## config.mk

```make
export PLATFORM = sky130hd
export DESIGN_NAME = pixel_scheduler
export DESIGN_NICKNAME = d
export VERILOG_FILES = /design/src/rtl/pixel_scheduler.sv
export SDC_FILE = /design/constraint.sdc
export NUM_CORES = 1
export LEC_CHECK = 0
export CAP_MARGIN = 20
export CORE_UTILIZATION = 60
export CTS_CLUSTER_DIAMETER = 50
export CTS_CLUSTER_SIZE = 8
export DETAILED_ROUTE_END_ITERATION = 16
export HOLD_SLACK_MARGIN = 0.02
export PLACE_DENSITY_LB_ADDON = 0.3
export SYNTH_ARGS = -nofsm -noshare
export SYNTH_HDL_FRONTEND = slang
export SYNTH_SLANG_ARGS = --single-unit
```

## constraint.sdc

```tcl
create_clock -name sysclk -period 2.9 [get_ports sysclk]
set_input_delay 0.29 -clock sysclk [delete_from_list [all_inputs] [get_ports sysclk]]
set_output_delay 0.29 -clock sysclk [all_outputs]
set_load 0.01 [all_outputs]
```

## src/rtl/pixel_scheduler.sv

```systemverilog
// pixel_scheduler
//   Walks a H_RES x V_RES raster, issuing one pixel coordinate per unstalled
//   cycle into a fixed-latency tracer pipeline, and writes each returning hit
//   result to a linear frame buffer. A tag pipeline shadows the tracer so
//   every write carries the address of the pixel that produced it.
//
// Ports
//   sysclk       clock, all state changes on the rising edge
//   rst_n        asynchronous active-low reset
//   start        request to render one frame (accepted on its rising edge in IDLE)
//   abort        synchronous cancel of the frame in progress
//   fb_ready     frame buffer can accept a write this cycle
//   hit_in       tracer result, PIPE_LAT unstalled cycles after issue
//   pixel_x/y    coordinate driven into the tracer
//   pipe_stall   freeze for every tracer stage (= ~fb_ready)
//   fb_we        frame buffer write strobe
//   fb_addr      linear address of the pixel being written
//   fb_data      hit value being written
//   busy         frame in progress (ISSUE or DRAIN)
//   done         one-cycle pulse at frame completion
//   frame_count  completed frames since reset, wrapping
module pixel_scheduler #(
    parameter int H_RES    = 800,
    parameter int V_RES    = 600,
    parameter int PIPE_LAT = 12
) (
    input  logic        sysclk,
    input  logic        rst_n,
    input  logic        start,
    input  logic        abort,
    input  logic        fb_ready,
    input  logic        hit_in,
    output logic [9:0]  pixel_x,
    output logic [9:0]  pixel_y,
    output logic        pipe_stall,
    output logic        fb_we,
    output logic [18:0] fb_addr,
    output logic        fb_data,
    output logic        busy,
    output logic        done,
    output logic [15:0] frame_count
);

    localparam logic [1:0] S_IDLE  = 2'd0;
    localparam logic [1:0] S_ISSUE = 2'd1;
    localparam logic [1:0] S_DRAIN = 2'd2;
    localparam logic [1:0] S_DONE  = 2'd3;

    localparam logic [9:0] X_MAX = 10'(H_RES - 1);
    localparam logic [9:0] Y_MAX = 10'(V_RES - 1);
    localparam int         IFW   = $clog2(PIPE_LAT + 1) + 1;

    logic [1:0]     r_state;
    logic [9:0]     r_x;
    logic [9:0]     r_y;
    logic [18:0]    r_addr;
    logic [IFW-1:0] r_inflight;
    logic [15:0]    r_fcount;
    logic           r_start_q;
    logic           r_tag_v [PIPE_LAT];
    logic [18:0]    r_tag_a [PIPE_LAT];

    logic           w_start_edge;
    logic           w_issue;
    logic           w_we;
    logic           w_last;
    logic [IFW-1:0] w_inflight_nxt;

    // Rising-edge qualification so a start held across a whole frame
    // cannot relaunch a second frame once the FSM returns to IDLE.
    assign w_start_edge = start & ~r_start_q;
    assign w_issue      = (r_state == S_ISSUE) & fb_ready;
    assign w_we         = r_tag_v[PIPE_LAT-1] & fb_ready;
    assign w_last       = (r_x == X_MAX) && (r_y == Y_MAX);

    always_comb begin
        w_inflight_nxt = r_inflight;
        if (w_issue && !w_we)
            w_inflight_nxt = r_inflight + IFW'(1);
        else if (!w_issue && w_we)
            w_inflight_nxt = r_inflight - IFW'(1);
    end

    always_ff @(posedge sysclk or negedge rst_n) begin
        if (!rst_n) begin
            r_state    <= S_IDLE;
            r_x        <= '0;
            r_y        <= '0;
            r_addr     <= '0;
            r_inflight <= '0;
            r_fcount   <= '0;
            r_start_q  <= 1'b0;
        end else begin
            r_start_q <= start;
            if (abort) begin
                r_state    <= S_IDLE;
                r_x        <= '0;
                r_y        <= '0;
                r_addr     <= '0;
                r_inflight <= '0;
            end else begin
                r_inflight <= w_inflight_nxt;
                case (r_state)
                    S_IDLE: begin
                        if (w_start_edge) begin
                            r_state <= S_ISSUE;
                            r_x     <= '0;
                            r_y     <= '0;
                            r_addr  <= '0;
                        end
                    end
                    S_ISSUE: begin
                        if (w_issue) begin
                            if (w_last) begin
                                // Coordinates hold on the final pixel.
                                r_state <= S_DRAIN;
                            end else begin
                                r_addr <= r_addr + 19'd1;
                                if (r_x == X_MAX) begin
                                    r_x <= '0;
                                    r_y <= r_y + 10'd1;
                                end else begin
                                    r_x <= r_x + 10'd1;
                                end
                            end
                        end
                    end
                    S_DRAIN: begin
                        // Look at the next in-flight value so DONE follows
                        // the final write directly.
                        if (w_inflight_nxt == '0)
                            r_state <= S_DONE;
                    end
                    S_DONE: begin
                        r_state  <= S_IDLE;
                        r_fcount <= r_fcount + 16'd1;
                    end
                    default: r_state <= S_IDLE;
                endcase
            end
        end
    end

    always_ff @(posedge sysclk or negedge rst_n) begin
        if (!rst_n) begin
            r_tag_v[0] <= 1'b0;
            r_tag_a[0] <= '0;
        end else if (abort) begin
            r_tag_v[0] <= 1'b0;
        end else if (fb_ready) begin
            r_tag_v[0] <= w_issue;
            r_tag_a[0] <= r_addr;
        end
    end

    for (genvar g = 1; g < PIPE_LAT; g++) begin : g_tag
        always_ff @(posedge sysclk or negedge rst_n) begin
            if (!rst_n) begin
                r_tag_v[g] <= 1'b0;
                r_tag_a[g] <= '0;
            end else if (abort) begin
                r_tag_v[g] <= 1'b0;
            end else if (fb_ready) begin
                r_tag_v[g] <= r_tag_v[g-1];
                r_tag_a[g] <= r_tag_a[g-1];
            end
        end
    end

    assign pixel_x     = r_x;
    assign pixel_y     = r_y;
    assign pipe_stall  = ~fb_ready;
    assign fb_we       = w_we;
    assign fb_addr     = r_tag_a[PIPE_LAT-1];
    assign fb_data     = hit_in;
    assign busy        = (r_state == S_ISSUE) || (r_state == S_DRAIN);
    assign done        = (r_state == S_DONE);
    assign frame_count = r_fcount;

endmodule

```

==> impl_results.md, run 1 <==
* Count of inserted antenna diode cells at 0
* Signal arrival time at the worst endpoint at roughly 2800 ps
* Power per cell area at 667 nW/µm²
* Measured slew at the worst slew-check pin at 881 ps
* First DRT Iteration DRCs at 322
* Final RePlAce weighted congestion at about 0.78
* Area added between synthesis and finish at 15.7%
* RSZ-0062 raised after global routing: false
* Number of maximum-capacitance constraint violations at 0
* Fin crit share at 81.7%
* Share of total power in sequential cells at 47.0%
* Max IR drop VDD at around 0.00047 V
* Number of search-and-repair iterations in the first detailed-routing pass at 4
* Simple-gate share of the synthesized area at 6.42%
* Wirelength per Cell at 15.4 µm
* Type of the worst setup path: flip-flop to flip-flop
* Layout Nets at 983
* Crit Reg-Reg Startpoint: r_state[1]
* # port buffers at 63
* Worst path slowest cell: sky130_fd_sc_hd__or4_1
* Count of mapped cells out of synthesis at 904
* Die outline width at 146 µm
* Crit path required time at around 3300 ps
* Wire length of the first global-routing pass at roughly 34,000 µm
* Class of the worst hold path: input pin to flip-flop
* Die height at 146 µm
* Predominant post-synthesis flop cell: sky130_fd_sc_hd__dfrtp_1
* Total count of hold-check failures in the final report at 0
* Number of vias after detailed routing at 6,949
* Multiplexer area fraction after synthesis at between 20 and 25%
* Number of DRC violations after detailed routing at 0
* Worst slew margin relative to its limit at 40.6%
* Synthesized net count at 920
* Longest Clk Path Bufs at 3
* Count leader, synth: sky130_fd_sc_hd__dfrtp_1
* Total wirelength of the detailed-routed design at about 19,000 µm
* Setup Viol. Count Final at 0
* Die area at 21,300 µm²
* GRT Resource Usage Total at 19.1%
* Startpoint type of the worst setup path: flip-flop
* Vias per Instance at ~5.6
* Start point of the critical path: r_state[1]
* Type of destination of the critical path: flip-flop
* Pin count of the biggest net entering global routing at 85
* Cell type with the largest total area after synthesis: sky130_fd_sc_hd__dfrtp_1
* Number of CTS-inserted buffers at 43
* Post-Route Skew at 11.6 ps
* Root Driver: sky130_fd_sc_hd__clkbuf_16
* Clk sinks at 303
* Final critical-path required period at 2370 ps
* Most frequent cells after synthesis: sky130_fd_sc_hd__dfrtp_1, sky130_fd_sc_hd__mux2_2, sky130_fd_sc_hd__o21ai_0
* Number of enable-type register cells in the synthesized netlist at 0
* Synthesized-area fraction occupied by ao, oa, aoi and oai cells at 4.95%
* Top area cells in the synthesized netlist: sky130_fd_sc_hd__dfrtp_1, sky130_fd_sc_hd__mux2_2, sky130_fd_sc_hd__o21ai_0
* Residual antenna-violating net count after detailed routing at 0
* Clock group share of total power at 43.5%
* Starting density of the core at 61.3%
* Proportion of netlist area held by the largest area contributor at 61.1%
* Flop-to-flop setup slack at 530 ps
* Share of synthesized area occupied by flip-flops and latches at 61.1%
* Final design instance area without fill at ~14,000 µm²
* Synthesized area at around 12,000 µm²
* Clock transition at path regs at 50 ps
* Post-detail-place hpwl at 11,400 µm
* Number of filler instances in the final layout at between 1,000 and 1,500
* Worst path cell trace: inv_1 -> ha_1 -> nor2b_1 -> a211oi_2 -> o21ai_2 -> and2_1 -> buf_12 -> or4_1 -> o21ai_0
* Share of layout cells above drive strength 1 at 30.3%
* Maximum operating frequency at 0.422 GHz
* Sum of overflow across all layers after global routing at 0
* Post-synthesis cell type count at 47
* Mean instance size in the synthesized netlist at 13.7 µm²
* Worst reg2reg path depth at 9
* Worst setup path end: r_addr[14]
* Io pins at between 60 and 70
* Area occupied by multi-input gates at 4440 µm²
* Switching share of power at 23.0%
* Post-synthesis sequential element count at 303
* Fraction of synthesis flops using an asynchronous set or reset pin at 100%
* Logic gate share of total power at under 10%
* Warning count from the yosys run at 0
* Final max-slew violation count at 0
* Final TNS setup at 0 ps
* Cell Int Power at ~0.0074 W
* Post-CTS setup buffer count at 0
* Clock tree from TritonCTS: built
* Share of the synthesized netlist area taken by xor and xnor gates at 1.48%
* Reg area at 7580 µm²
* Slowest cell delay on critical path at 460 ps
* Adder-cell share of the synthesized area at under 10%
* Site Rows at between 50 and 60
* Placeable core region at 20,200 µm²
* Worst R2R End: r_addr[14]
* Critical path fanouts, max at 44
* Reported net switching power at 0.00220 W
* Dominant combinational cell family by area after synthesis: multiplexers
* Outcome: finished, final reports clean
* Static leakage at 7.08 nW
* Number of antenna violations at the first check in global routing at 0
* Via count of the first global-routing pass at 7,094
* Area of placed instances at 13,200 µm²
* Depth of the CTS H-tree at 2
* Clock latency at the later pin of the worst-skew pair at 510 ps
[sequential cells by signal (all words and copies together) (netlist names)]
| signal | cells |
|---|---|
| r_addr | 19 |
| fb_addr | 19 |
| r_tag_v | 12 |
| pixel_x | 10 |
| r_state | 2 |
| r_inflight | 5 |
| pixel_y | 10 |
| r_start_q | 1 |
| r_tag_a | 209 |
| frame_count | 16 |
[routing by layer]
layer | vias up | part of all wire, % | global-route usage (%)
met5 | - | 0 | 0
met2 | 118 | 47 | 30.0
met3 | 31 | 3.8 | 3.92
met1 | 3492 | 47 | 26.7
li1 | 3308 | - | -
met4 | 0 | 1.9 | 6.32
[power by group through the flow]
stage	sequential [W]	clock, W	combinational [W]
3_5_place_dp	0.00457	0	0.000918
4_1_cts	0.00450	0.00426	0.000926
2_1_floorplan	0.00455	0	0.000606
5_1_grt	0.00452	0.00447	0.00102
6_report	0.00450	0.00416	0.000912
3_3_place_gp	0.00456	0	0.000897
[layout make-up]
cell class                 instances  area share [%]
multi-input combinational        527            30.9
clock inverter                     1          0.0610
timing repair buffer              78            5.93
sequential                       303            52.8
clock buffer                      44            7.53
inverter                          14           0.366
tap                              270            2.35
[cell usage in the layout, fill, tap and decap left out, types with 4 or more instances in the layout]
cell type and n:
sky130_fd_sc_hd__a21oi_1 13, sky130_fd_sc_hd__nand2b_1 13, sky130_fd_sc_hd__o21ai_0 44, sky130_fd_sc_hd__dfrtp_1 303
sky130_fd_sc_hd__and2_1 5, sky130_fd_sc_hd__nor2_1 41, sky130_fd_sc_hd__buf_12 8, sky130_fd_sc_hd__inv_1 13
sky130_fd_sc_hd__buf_4 6, sky130_fd_sc_hd__nor2b_1 5, sky130_fd_sc_hd__o31ai_1 22, sky130_fd_sc_hd__mux2_2 228
sky130_fd_sc_hd__xor2_1 5, sky130_fd_sc_hd__xnor2_1 16, sky130_fd_sc_hd__ha_1 10, sky130_fd_sc_hd__and3_1 14
sky130_fd_sc_hd__clkbuf_16 43, sky130_fd_sc_hd__mux2i_1 14, sky130_fd_sc_hd__clkdlybuf4s50_1 62, sky130_fd_sc_hd__a31oi_1 4
sky130_fd_sc_hd__nand4_1 6, sky130_fd_sc_hd__nand3_1 29, sky130_fd_sc_hd__nand2_1 26
[what timing repair did]
action,4_1_cts,5_1_grt
hold buffers,1,0
gates resized for setup,0,0
endpoints found under the hold margin,79,0
[cells by family after synthesis]
kind of cell | after synthesis
adder cells (fa/ha/maj) | 10
AND/OR/NAND/NOR | 155
buffers and inverters | 74
AO/OA/AOI/OAI | 99
XOR/XNOR | 21
multiplexers | 242
flip-flops | 303
[worst min-delay path by stage]
stage	depth (start not counted)	to	startpoint
floorplan	0	fb_addr[0]	rst_n
global placement	1	fb_addr[10]	rst_n
detailed placement	1	fb_addr[10]	rst_n
CTS	1	r_start_q	start
global route	1	r_start_q	start
finish	1	r_start_q	start
[through the flow]
step | total power (W) | hold slack, ps | cells | worst slack, ps | util [%]
finish | 0.00958 | 261 | 1237 | 530 | 70.9
global route | 0.0100 | 256 | 1237 | 357 | 70.9
CTS | 0.00969 | 246 | 1237 | 515 | 70.9
detailed placement | 0.00549 | 334 | 1191 | 522 | 65.5
global placement | 0.00546 | 333 | 1191 | 552 | 65.5
floorplan | 0.00515 | -5.59 | 904 | 822 | -
[critical path, delay by kind of cell, from the launching register on]
kind            cells  cell delay (ps)
compound gates      3              410
fa+ha+maj           1              320
buf+inv             2              260
flops               1              390
simple gates        3              880
Note: power is estimated with default switching activity, not from simulation.
==> run 2, diff against run 1 <==
==> constraint.sdc (replaced) <==
create_clock -name sysclk -period 2.3 [get_ports sysclk]
set_input_delay 0.23 -clock sysclk [delete_from_list [all_inputs] [get_ports sysclk]]
set_output_delay 0.23 -clock sysclk [all_outputs]
set_load 0.01 [all_outputs]
==> run 2 against run 1 <==
  * Cell count rose by 3.5%
  * Clock skew rose by 4.4 ps
  * Sequential power rose by 26%
  * Via count rose by 3.0%
  * Utilization rose by 2.5 points
  * First-iteration DRC count fell by 1.2%
  * Non-clock buffer count rose by 38
  * Flip-flop and latch count did not move
  * Final area rose by 3.6%
  * Die area did not move
  * Critical path depth fell by 1
  * Clock power rose by 35%
  * Critical path type unchanged
  * Highest routed layer unchanged
==> impl_results.md, run 2 (synthesis results as in run 1) <==
* Non-filler instance count after layout at 1,280 (+3.5%)
* Starting density of the core at 61.3% (unchanged)
* Count of cells along the worst hold path at 1 (unchanged)
* Startpoint type of the worst setup path: flip-flop
* Crit Reg-Reg Startpoint: r_state[0]
* Clock group share of total power at 44.5% (+1.0 points)
* Share of layout cells above drive strength 1 at 33.9% (+3.6 points)
* Clock tree from TritonCTS: built
* Number of DRC violations after detailed routing at 0 (unchanged)
* Overall power at 0.0126 W (+32%)
* Wirelength per Cell at 16.2 µm (+5.3%)
* Critical path depth at 8 (-1)
* Number of search-and-repair iterations in the first detailed-routing pass at 5 (+1)
* Share of total power in sequential cells at 45.0% (-2.0 points)
* Post-Route Skew at 16.0 ps (+4.38 ps)
* Worst reg2reg path depth at 8 (-1)
* Die outline width at 146 µm (unchanged)
* Clk sinks at 303 (unchanged)
* # port buffers at 63 (unchanged)
* Static leakage at 7.37 nW (+4.1%)
* Total count of hold-check failures in the final report at 0 (unchanged)
* Die area at 21,300 µm² (unchanged)
* Final TNS setup at 0 ps (unchanged)
* Maximum operating frequency at 0.466 GHz (+11%)
* Max FFs per register at 209 (unchanged)
* Number of antenna violations at the first check in global routing at 0 (unchanged)
* Crit path required time at 2680 ps (-640 ps)
* Total wirelength of the detailed-routed design at 20,700 µm (+8.9%)
* Reg with most FFs: r_tag_a
* Critical path fanouts, max at 6 (-86%)
* Most used cells in the layout excluding fill and tap cells: sky130_fd_sc_hd__dfrtp_1, sky130_fd_sc_hd__mux2_2, sky130_fd_sc_hd__clkdlybuf4s50_1, sky130_fd_sc_hd__clkbuf_16, sky130_fd_sc_hd__o21ai_0
* Vias per Instance at 5.59 (-0.47%)
* Worst path slowest cell: sky130_fd_sc_hd__or4b_1
* Setup Viol. Count Final at 0 (unchanged)
* Worst path cell trace: ha_2 -> buf_4 -> or4b_1 -> o22ai_2 -> xnor2_2 -> a41oi_2 -> o211ai_1 -> o41ai_1
* Measured slew at the worst slew-check pin at 549 ps (-332 ps)
* Cell Int Power at 0.00972 W (+32%)
* Outcome: finished, final reports clean
* Number of vias after detailed routing at 7,157 (+3.0%)
* Depth of the CTS H-tree at 2 (unchanged)
* Via count of the first global-routing pass at 7,566 (+6.7%)
* Placed insts at 1,228 (+3.1%)
* Number of CTS-inserted buffers at 44 (+2.3%)
* Logic gate share of total power at 10.6% (+1.1 points)
* Crit path max-delay family: compound AO/OA/AOI/OAI gates
* Pin count of the biggest net entering global routing at 67 (-21%)
* Sum of overflow across all layers after global routing at 0 (unchanged)
* Area added between synthesis and finish at 19.8%
* Placement-stage worst setup slack at 55.6 ps (-466 ps)
* Type of the worst setup path: flip-flop to flip-flop
* Most common library cell in the layout ignoring fill and taps: sky130_fd_sc_hd__dfrtp_1
* Count of inserted antenna diode cells at 0 (unchanged)
* RSZ-0062 raised after global routing: false
* Fin crit share at 93.2% (+12 points)
* Final RePlAce weighted congestion at 0.817 (+5.2%)
* Die height at 146 µm (unchanged)
* Final max-slew violation count at 0 (unchanged)
* Root Driver: sky130_fd_sc_hd__clkbuf_16
* Class of the worst hold path: input pin to flip-flop
* Start point of the critical path: r_state[0]
* Io pins at 66 (unchanged)
* Layout Nets at 1,022 (+4.0%)
* Max IR drop VDD at 0.000569 V (+22%)
* Clock transition at path regs at 50 ps (about the same)
* Placeable core region at 20,200 µm² (unchanged)
* Post-layout worst setup margin at 156 ps (-374 ps)
* Site Rows at 52 (unchanged)
* Type of destination of the critical path: flip-flop
* GRT Resource Usage Total at 20.9% (+1.8 points)
* Reported net switching power at 0.00289 W (+31%)
* Power per cell area at 848 nW/µm² (+27%)
* First DRT Iteration DRCs at 318 (-1.2%)
* Residual antenna-violating net count after detailed routing at 0 (unchanged)
* Flop-to-flop setup slack at 160 ps (-370 ps)
* Final critical-path required period at 2140 ps (-226 ps)
* Clock latency at the later pin of the worst-skew pair at 520 ps (about the same)
* Worst setup path end: r_state[1]
* Number of maximum-capacitance constraint violations at 0 (unchanged)
* Fraction of the core area covered by cells at the end of the flow at 73.5% (+2.5 points)
* Worst path bufs/invs at 1 (-1)
* Longest Clk Path Bufs at 3 (unchanged)
* Worst slew margin relative to its limit at 62.5% (+22 points)
* Wire length of the first global-routing pass at 36,600 µm (+8.1%)
* Signal arrival time at the worst endpoint at 2530 ps (-260 ps)
* Switching share of power at 22.9% (-0.052 points)
* Slowest cell delay on critical path at 480 ps (+20 ps)
* Post-detail-place hpwl at 12,800 µm (+13%)
* Worst R2R End: r_state[1]
[run 2: worst reg2reg max path: stages (launching register included)]
cell,delay [ps]
sky130_fd_sc_hd__dfrtp_1,400
sky130_fd_sc_hd__ha_2,200
sky130_fd_sc_hd__buf_4,150
sky130_fd_sc_hd__or4b_1,480
sky130_fd_sc_hd__o22ai_2,150
sky130_fd_sc_hd__xnor2_2,150
sky130_fd_sc_hd__a41oi_2,180
sky130_fd_sc_hd__o211ai_1,210
sky130_fd_sc_hd__o41ai_1,100
[run 2: worst min-delay path by stage]
stage,startpoint,endpoint,slack [ps]
floorplan,rst_n,fb_addr[0],-70
global placement,rst_n,r_tag_a[31],220
detailed placement,rst_n,r_tag_a[32],220
CTS,start,r_start_q,180
global route,start,r_start_q,220
finish,start,r_start_q,210
[run 2: cell type report]
class	count	area [µm²]
clock buffers	46	1140
clock inverters	4	52.6
fillers	1240	5370
inverters	14	52.6
multi-input cells	527	4460
flip-flops and latches	303	7580
well taps	270	338
repair buffers	116	1240
[run 2: stage by stage]
step                hold slack [ps]  area [µm²]
floorplan                     -65.6       12400
global placement                219       13600
detailed placement              224       13600
CTS                             184       14800
global route                    215       14900
finish                          209       14900
[run 2: power groups by stage]
stage | clock, W | sequential [W] | combinational [W]
floorplan | 0 | 0.00574 | 0.000765
global placement | 0 | 0.00573 | 0.00127
detailed placement | 0 | 0.00575 | 0.00130
CTS | 0.00577 | 0.00567 | 0.00132
global route | 0.00601 | 0.00569 | 0.00148
finish | 0.00561 | 0.00567 | 0.00133
[run 2: what timing repair did]
| action | CTS | global route |
|---|---|---|
| hold buffers | 1 | 0 |
| endpoints found under the setup margin | 0 | 34 |
| endpoints found under the hold margin | 61 | 0 |
| setup buffers | 0 | 1 |
| resized for setup | 0 | 7 |
[run 2: metal layers]
metal / global-route usage (%) / wire [µm] / vias up
met5: 0 / 0 / -
met4: 7.11 / 332 / 0
met3: 4.01 / 819 / 30
met2: 34.5 / 10300 / 143
met1: 28.0 / 9250 / 3599
li1: - / - / 3385
==> run 3, diff against run 2 <==
--- a/config.mk
+++ b/config.mk
@@ -6,6 +6,7 @@
 export NUM_CORES = 1
 export LEC_CHECK = 0
 export CAP_MARGIN = 20
+export CORE_ASPECT_RATIO = 1.5
 export CORE_UTILIZATION = 60
 export CTS_CLUSTER_DIAMETER = 50
 export CTS_CLUSTER_SIZE = 8
==> run 3 against run 2 <==
  * Power decreased by 2.0%
  * Sequential power about the same
  * Maximum frequency decreased by 1.1%
  * Final area decreased by 1.5%
  * First-iteration DRC count decreased by 9.4%
  * Clock skew decreased by 6.6 ps
  * Via count increased by 0.60%
  * Utilization decreased by 1.5 points
  * Critical endpoint is now pixel_y[5]
  * Clock-buffer cell count decreased by 1
  * Combinational power decreased by 3%
  * Die area about the same
  * Sequential share of layout area increased by 0.80 points
==> impl_results.md, run 3 (synthesis results as in run 1) <==
* Met1 track utilization from global routing at 24.7% (-3.4 points)
* Slowest cell delay on critical path at 430 ps (-50 ps)
* Io pins at 66 (unchanged)
* Number of search-and-repair iterations in the first detailed-routing pass at 4 (-1)
* Clock transition at path regs at 50 ps (about the same)
* Startpoint type of the worst setup path: flip-flop
* Post-layout worst setup margin at 132 ps (-23.4 ps)
* Vias per Instance at 5.73 (+2.4%)
* Longest Clk Path Bufs at 3 (unchanged)
* Wirelength per Cell at 16.3 µm (+0.83%)
* Type of destination of the critical path: flip-flop
* Layout Nets at 1,007 (-1.5%)
* Measured slew at the worst slew-check pin at 489 ps (-60.2 ps)
* Static leakage at 7.25 nW (-1.7%)
* Area added between synthesis and finish at 18.0%
* Die height at 178 µm (+22%)
* Pin count of the biggest net entering global routing at 64 (-4.5%)
* Sum of overflow across all layers after global routing at 0 (unchanged)
* Type of the worst setup path: flip-flop to flip-flop
* Total count of hold-check failures in the final report at 0 (unchanged)
* Die area at 21,300 µm² (about the same)
* Number of maximum-capacitance constraint violations at 0 (unchanged)
* Max FFs per register at 209 (unchanged)
* Final RePlAce weighted congestion at 0.837 (+2.6%)
* Clock tree from TritonCTS: built
* Total wirelength of the detailed-routed design at 20,500 µm (-0.98%)
* Crit path required time at 2690 ps (about the same)
* Max IR drop VDD at 0.000524 V (-7.8%)
* Final critical-path required period at 2170 ps (+23.4 ps)
* Most used cells in the layout excluding fill and tap cells: sky130_fd_sc_hd__dfrtp_1, sky130_fd_sc_hd__mux2_2, sky130_fd_sc_hd__clkdlybuf4s50_1, sky130_fd_sc_hd__clkbuf_16, sky130_fd_sc_hd__o21ai_0
* Worst slew margin relative to its limit at 67.4% (+5.0 points)
* Crit path max-delay family: simple AND/OR/NAND/NOR gates
* Wire length of the first global-routing pass at 35,700 µm (-2.4%)
* Placeable core region at 20,300 µm² (+0.52%)
* Routing usage on met3 at 3.58% (-0.43 points)
* # port buffers at 63 (unchanged)
* Count of inserted antenna diode cells at 0 (unchanged)
* Residual antenna-violating net count after detailed routing at 0 (unchanged)
* Global routing met2 resource utilization at 36.9% (+2.4 points)
* Power per cell area at 845 nW/µm² (-0.45%)
* Depth of the CTS H-tree at 2 (unchanged)
* Maximum operating frequency at 0.461 GHz (-1.1%)
* Placed insts at 1,209 (-1.5%)
* Clk sinks at 303 (unchanged)
* Number of antenna violations at the first check in global routing at 0 (unchanged)
* Reg with most FFs: r_tag_a
* Worst path slowest cell: sky130_fd_sc_hd__dfrtp_1
* Die outline width at 119 µm (-18%)
* Non-filler instance count after layout at 1,257 (-1.8%)
* Class of the worst hold path: input pin to flip-flop
* Share of layout cells above drive strength 1 at 32.8% (-1.0 points)
* Fraction of the core area covered by cells at the end of the flow at 71.9% (-1.5 points)
* Worst path cell trace: ha_1 -> and3_1 -> nand4_1 -> and2_1 -> buf_4 -> o31ai_1 -> o41ai_2
* Grt peak-use layer: met2
* Root Driver: sky130_fd_sc_hd__clkbuf_16
* Number of CTS-inserted buffers at 43 (-2.3%)
* Worst path bufs/invs at 1 (unchanged)
* Most common library cell in the layout ignoring fill and taps: sky130_fd_sc_hd__dfrtp_1
* Setup Viol. Count Final at 0 (unchanged)
* Number of vias after detailed routing at 7,200 (+0.60%)
* Critical path fanouts, max at 9 (+3)
* Final TNS setup at 0 ps (unchanged)
* Post-Route Skew at 9.40 ps (-6.57 ps)
* Clock latency at the later pin of the worst-skew pair at 520 ps (about the same)
* First DRT Iteration DRCs at 288 (-9.4%)
* Post-detail-place hpwl at 12,500 µm (-2.9%)
* Final max-slew violation count at 0 (unchanged)
* Outcome: finished, final reports clean
* Fin crit share at 94.2% (+1.0 points)
* Placement-stage worst setup slack at 64.3 ps (+8.66 ps)
* Site Rows at 64 (+23%)
* GRT Resource Usage Total at 20.7% (-0.25 points)
* Starting density of the core at 61.0% (-0.32 points)
* Via count of the first global-routing pass at 7,602 (+0.48%)
* Number of DRC violations after detailed routing at 0 (unchanged)
* Signal arrival time at the worst endpoint at 2550 ps (+20 ps)
run 3: final cells by class:
type | count | area (µm²)
Timing Repair Buffer | 102 | 1070
Clock buffer | 45 | 1100
Multi-Input combinational cell | 527 | 4470
Tap cell | 264 | 330
Inverter | 14 | 52.6
Sequential cell | 303 | 7580
Clock inverter | 2 | 25.0
Fill cell | 1376 | 5710
run 3: report_power, final:
group          switching, W  internal [W]
Sequential         0.000138       0.00554
Clock               0.00205       0.00334
Combinational      0.000698      0.000589
run 3: through the flow:
stage	instance area, µm²	hold WS, ps	total power (W)
detailed placement	13500	208	0.00702
floorplan	12400	-65.6	0.00650
CTS	14600	181	0.0125
global placement	13500	207	0.00698
global route	14600	196	0.0129
finish	14600	199	0.0124
run 3: metal layers:
metal  wire length (µm)  share of wire (%)
met1               8430                 41
met2              10800                 53
met3                736                3.6
met4                545                2.7
met5                  0                  0
run 3: repair_timing:
action / CTS / global route
hold buffers: 1 / 0
hold endpoints to repair: 56 / 0
buffers inserted: 0 / 0
gates resized for setup: 0 / 11
endpoints found under the setup margin: 0 / 39
run 3: worst register-to-register path: cells and delay by family (launching register included):
kind	cells	cell delay (ps)
AND/OR/NAND/NOR	3	740
AO/OA/AOI/OAI	2	440
buffers and inverters	1	200
flip-flops	1	430
adder cells (fa/ha/maj)	1	210
run 3: worst paths after layout:
path | start | end | slack (ps) | depth (start not counted)
worst min-delay path | start | r_start_q | 200 | 1
min in group asynchronous | rst_n | r_tag_a[41] | 240 | 2
worst max register to register | pixel_x[0] | pixel_y[5] | 130 | 7
max in group asynchronous | rst_n | pixel_y[4] | 1350 | 3
worst min register to register | frame_count[15] | frame_count[15] | 470 | 1
worst max-delay path | pixel_x[0] | pixel_y[5] | 130 | 7
